**src/rtl/parity_frame_receiver.sv**
```systemverilog
// Serial parity-framed word receiver: deserialises WIDTH data bits (LSB first) plus one
// parity bit, checks parity and publishes the word with reduction flags and counters.
module parity_frame_receiver #(
  parameter int WIDTH = 4,
  parameter bit ODD   = 1'b0
) (
  input  logic             clk,
  input  logic             rst,
  input  logic             bit_in,
  input  logic             bit_valid,
  input  logic             start,
  output logic [WIDTH-1:0] data_out,
  output logic             data_valid,
  output logic             parity_err,
  output logic             all_ones,
  output logic             all_zeros,
  output logic             busy,
  output logic [7:0]       frame_cnt,
  output logic [7:0]       err_cnt
);

  localparam int IW = (WIDTH > 1) ? $clog2(WIDTH) : 1;

  typedef enum logic [1:0] {
    IDLE   = 2'd0,
    DATA   = 2'd1,
    PARITY = 2'd2
  } state_t;

  state_t           state_q, state_d;
  logic [IW-1:0]    idx_q, idx_d;
  logic [WIDTH-1:0] shift_q, shift_d;
  logic [WIDTH-1:0] data_out_q, data_out_d;
  logic             data_valid_q, data_valid_d;
  logic             parity_err_q, parity_err_d;
  logic             all_ones_q, all_ones_d;
  logic             all_zeros_q, all_zeros_d;
  logic [7:0]       frame_cnt_q, frame_cnt_d;
  logic [7:0]       err_cnt_q, err_cnt_d;
  logic             expected_parity;
  logic             perr;

  assign expected_parity = (^shift_q) ^ ODD;
  assign perr            = (bit_in != expected_parity);

  always_comb begin
    state_d      = state_q;
    idx_d        = idx_q;
    shift_d      = shift_q;
    data_out_d   = data_out_q;
    data_valid_d = 1'b0;
    parity_err_d = parity_err_q;
    all_ones_d   = all_ones_q;
    all_zeros_d  = all_zeros_q;
    frame_cnt_d  = frame_cnt_q;
    err_cnt_d    = err_cnt_q;

    // start with a valid bit always (re)begins a frame, abandoning any partial one
    if (bit_valid && start) begin
      shift_d    = '0;
      shift_d[0] = bit_in;
      idx_d      = IW'(1);
      state_d    = (WIDTH == 1) ? PARITY : DATA;
    end else if (bit_valid) begin
      unique case (state_q)
        IDLE: begin
          state_d = IDLE;
        end
        DATA: begin
          shift_d[idx_q] = bit_in;
          if (idx_q == IW'(WIDTH - 1)) begin
            state_d = PARITY;
          end else begin
            idx_d = idx_q + IW'(1);
          end
        end
        PARITY: begin
          data_out_d   = shift_q;
          parity_err_d = perr;
          all_ones_d   = &shift_q;
          all_zeros_d  = ~|shift_q;
          data_valid_d = 1'b1;
          frame_cnt_d  = frame_cnt_q + 8'd1;
          if (perr && (err_cnt_q != 8'hFF)) begin
            err_cnt_d = err_cnt_q + 8'd1;
          end
          idx_d   = '0;
          state_d = IDLE;
        end
        default: begin
          state_d = IDLE;
        end
      endcase
    end
  end

  always_ff @(posedge clk) begin
    if (rst) begin
      state_q      <= IDLE;
      idx_q        <= '0;
      shift_q      <= '0;
      data_out_q   <= '0;
      data_valid_q <= 1'b0;
      parity_err_q <= 1'b0;
      all_ones_q   <= 1'b0;
      all_zeros_q  <= 1'b0;
      frame_cnt_q  <= 8'd0;
      err_cnt_q    <= 8'd0;
    end else begin
      state_q      <= state_d;
      idx_q        <= idx_d;
      shift_q      <= shift_d;
      data_out_q   <= data_out_d;
      data_valid_q <= data_valid_d;
      parity_err_q <= parity_err_d;
      all_ones_q   <= all_ones_d;
      all_zeros_q  <= all_zeros_d;
      frame_cnt_q  <= frame_cnt_d;
      err_cnt_q    <= err_cnt_d;
    end
  end

  assign data_out   = data_out_q;
  assign data_valid = data_valid_q;
  assign parity_err = parity_err_q;
  assign all_ones   = all_ones_q;
  assign all_zeros  = all_zeros_q;
  assign busy       = (state_q != IDLE);
  assign frame_cnt  = frame_cnt_q;
  assign err_cnt    = err_cnt_q;

endmodule

```
**config.mk**
```make
export PLATFORM = sky130hd
export DESIGN_NAME = parity_frame_receiver
export DESIGN_NICKNAME = d
export VERILOG_FILES = /design/src/rtl/parity_frame_receiver.sv
export SDC_FILE = /design/constraint.sdc
export NUM_CORES = 1
export LEC_CHECK = 0
export ABC_AREA = 0
export CORE_ASPECT_RATIO = 0.75
export CORE_MARGIN = 2
export CORE_UTILIZATION = 35
export CTS_BUF_LIST = sky130_fd_sc_hd__clkbuf_8 sky130_fd_sc_hd__clkbuf_16
export DETAILED_ROUTE_END_ITERATION = 6
export HOLD_SLACK_MARGIN = 0.1
export SYNTH_ARGS = -nofsm -noshare
export SYNTH_HDL_FRONTEND = slang
export SYNTH_SLANG_ARGS = --single-unit
export TNS_END_PERCENT = 50
```
**constraint.sdc**
```tcl
create_clock -name clk -period 2.2 [get_ports clk]
set_input_delay 0.55 -clock clk [delete_from_list [all_inputs] [get_ports clk]]
set_output_delay 0.55 -clock clk [all_outputs]
set_load 0.03 [all_outputs]
```
==> impl_results.md <==
* Status: finished, final reports clean
* Die width at 79.73 um
* FMAX at between 400 and 500 MHz
* Leak at roughly 0.73 nW
* FP Rows at 20
* Final min period at around 2.1 ns
* DRT iter0 DRCs at 66
* DRC violations left at 0
* Arrival time worst endpoint at around 1.6 ns
* Critical path launch point type: flip-flop
* Antenna violations before repair at 0
* Clock Latency Late Sink at 0.28 ns
* Synth Area in Compound Gates at between 10% and 20%
* Synth Area in XOR/XNOR at 5.736%
* Ant diodes at 0
* Setup CP Type: flip-flop to primary output
* Final Hold Fails at 0
* Adder-Cell Fraction of Synth Area at around 8.3%
* Max-slew headroom at about four fifths
* Simple-gate portion of the synthesized area at 24.11%
* Die area at 4846 um2
* Most common cell after layout, fill and taps aside: dfxtp_1
* Top Family by Delay on Critical Path: buffers and inverters
* Worst-path clk slew at ~0.07 ns
* Synthesized area per cell at around 8.5 um2
* Max VDD drop at 288.8 uV
* Mapped Nets at between 150 and 200
* Total track usage at about 16%
* Most frequent cells in the layout: dfxtp_1 (31), nand2_1 (29), clkdlybuf4s50_1 (29)
* Final instance area at roughly 2000 um2
* CTS tree: built
* Fillers at about 390
* Pwr Total at between 1 and 1.5 mW
* Die H at roughly 61 um
* Synth Cell Area at around 1500 um2
* Largest net degree at the start of global routing at 15
* Worst path cell trace: or2_2 -> clkdlybuf4s50_1
* Largest family of logic cells by synthesized area: simple AND/OR/NAND/NOR gates
* Num CTS Buffers at 5
* H-tree levels at 2
* Crit path largest cell delay at 0.59 ns
* Fin util at between 40% and 50%
* Via count at about 1300
* Port buffer count at 29
* Sequential area share after synthesis at between 40% and 50%
* Antenna Nets Post-Route at 0
* Gr ovfl total at 0
* Clock Root Buffer: clkbuf_8
* Critical path peak fanout at 10
* Initial Util at 36.90%
* Setup Skew at between 0.005 and 0.006 ns
* Mux contribution to synthesized area at 1.330%
* First-pass DRT Iterations at 4
* Post-Syn Instances at between 150 and 200
* Global-route wire length before repair at between 5000 and 6000 um
* Max Cap Violations at 0
* Post-synthesis to final-layout area growth at 33.25%
* Clock Tree Buf Depth at 2
* Sink count of the clock tree at 32
* Setup TNS at 0 ns
* R2r setup slk at approximately 0.27 ns
* Hold-fix buffers at CTS at 0
* Share of cells above drive strength 1 at about a tenth
* DP HPWL at ~2600 um
* Worst-Margin Slew at 0.3179 ns
* Fin Hold WS at between 0.4 and 0.5 ns
* Required @ worst endpoint at roughly 1.7 ns
* DR vias/cell at about 5.0
* RSZ-0062 raised after global routing: false
* Power Density at ~610 nW/um2
* Gpl congestion at approximately 0.85
* Register bit total from synthesis at 32
* Tcrit/Tclk final at 95.32%
* Slew Limit Fails at 0
* Core Area at approximately 4100 um2
* # IOs at 30
* CP endpoint kind: primary output
* Routed WL at 3406 um
* Vias in the first global route at 1262
* Distinct cells, synth at 34
* Hold Path Class: flip-flop to flip-flop
* Placed instance area at 1893 um2
* CP max stage cell: clkdlybuf4s50_1
* Setup violators final at 0
* Routed len/inst at about 13 um
* Layout net count at roughly 230
* Buf/Inv on CP at 1
* Synth warn at 0
## power by group
part           switching, mW  leakage, nW  internal [mW]  total, mW
clock                  0.222       0.0541          0.335      0.557
combinational         0.0349        0.415         0.0319     0.0668
sequential           0.00794        0.259          0.584      0.592
## cells by family (layout without fill, tap and decap cells)
| family | Yosys count | after routing |
|---|---|---|
| multiplexers | 2 | 2 |
| AO/OA/AOI/OAI | 35 | 35 |
| AND/OR/NAND/NOR | 74 | 74 |
| adder cells (fa/ha/maj) | 10 | 10 |
| XOR/XNOR | 8 | 8 |
| buffers and inverters | 16 | 54 |
| flip-flops | 32 | 32 |
## synth_stat cells
cell / number / area share (%)
buf_6: 1 / 0.75
o21bai_1: 2 / 1.0
xor2_1: 4 / 2.3
o311a_1: 1 / 0.67
nand2_1: 29 / 7.2
a21oi_1: 21 / 7.0
and3b_1: 1 / 0.58
clkbuf_1: 5 / 1.2
dfxtp_1: 32 / 43
nand2b_1: 3 / 1.2
nor2_1: 12 / 3.0
and3_1: 2 / 0.83
nand4_1: 4 / 1.7
o211ai_2: 1 / 0.83
o31ai_1: 2 / 1.0
buf_1: 1 / 0.25
and4bb_2: 1 / 0.83
buf_2: 1 / 0.33
xor3_2: 1 / 1.7
nand4b_1: 1 / 0.58
nand3_1: 10 / 3.3
o21ai_0: 1 / 0.33
or4_1: 2 / 1.0
inv_1: 8 / 2.0
a31oi_1: 1 / 0.42
xnor2_1: 3 / 1.7
o21ai_1: 5 / 1.7
nand4bb_1: 1 / 0.75
or3_1: 4 / 1.7
nor3_1: 3 / 1.0
ha_1: 10 / 8.3
a21boi_1: 1 / 0.50
mux2i_1: 2 / 1.3
or2_2: 1 / 0.42
## flip-flops by register name, indices dropped and copies added, names as in the netlist
name and cells:
data_out 4, err_cnt 8, idx_q 2, all_zeros 1, shift_q 4, data_valid 1, state_q 2, all_ones 1
parity_err 1, frame_cnt 8
## through the flow
| stage | setup WS, ns | instances |
|---|---|---|
| after CTS | 0.02804 | 270 |
| after global placement | -0.01118 | 262 |
| after detailed placement | -0.04328 | 262 |
| after floorplan | 0.4497 | 177 |
| final | 0.1029 | 270 |
| after global routing | 0.05273 | 270 |
## path summary, 6_finish.rpt
path / start / to / cells after the start
max reg2reg: shift_q[0] / err_cnt[3] / 7
min reg2reg: all_ones / all_ones / 2
max: state_q[0] / busy / 2
min: all_ones / all_ones / 2
## layout make-up
cell class                      instances  area, um2  share of cell area [%]
Multi-Input combinational cell        129      795.8                   39.68
Sequential cell                        32      641.9                   32.00
Timing Repair Buffer                   38      357.8                   17.84
Clock buffer                            5      68.82                   3.431
Tap cell                               55      68.82                   3.431
Clock inverter                          3      42.54                   2.121
Inverter                                8      30.03                   1.497
## worst register-to-register path: cells and delay by family (launching register included)
family,cells,cell delay [ns]
XOR/XNOR,1,0.32
AO/OA/AOI/OAI,2,0.25
flip-flops,1,0.39
adder cells (fa/ha/maj),1,0.32
AND/OR/NAND/NOR,1,0.34
buffers and inverters,2,0.25
## per-layer routing
layer,vias up,track usage [%],share of wire [%]
met4,0,4.680,0.29
li1,686,-,-
met5,-,0,0
met3,2,5.357,5.0
met2,31,25.45,44
met1,627,20.27,50
## repair_timing
item | in CTS | in global routing
resized for setup | 0 | 1
setup endpoints to repair | 0 | 1
buffers inserted | 0 | 0
Power figures use the tool's default switching activity.
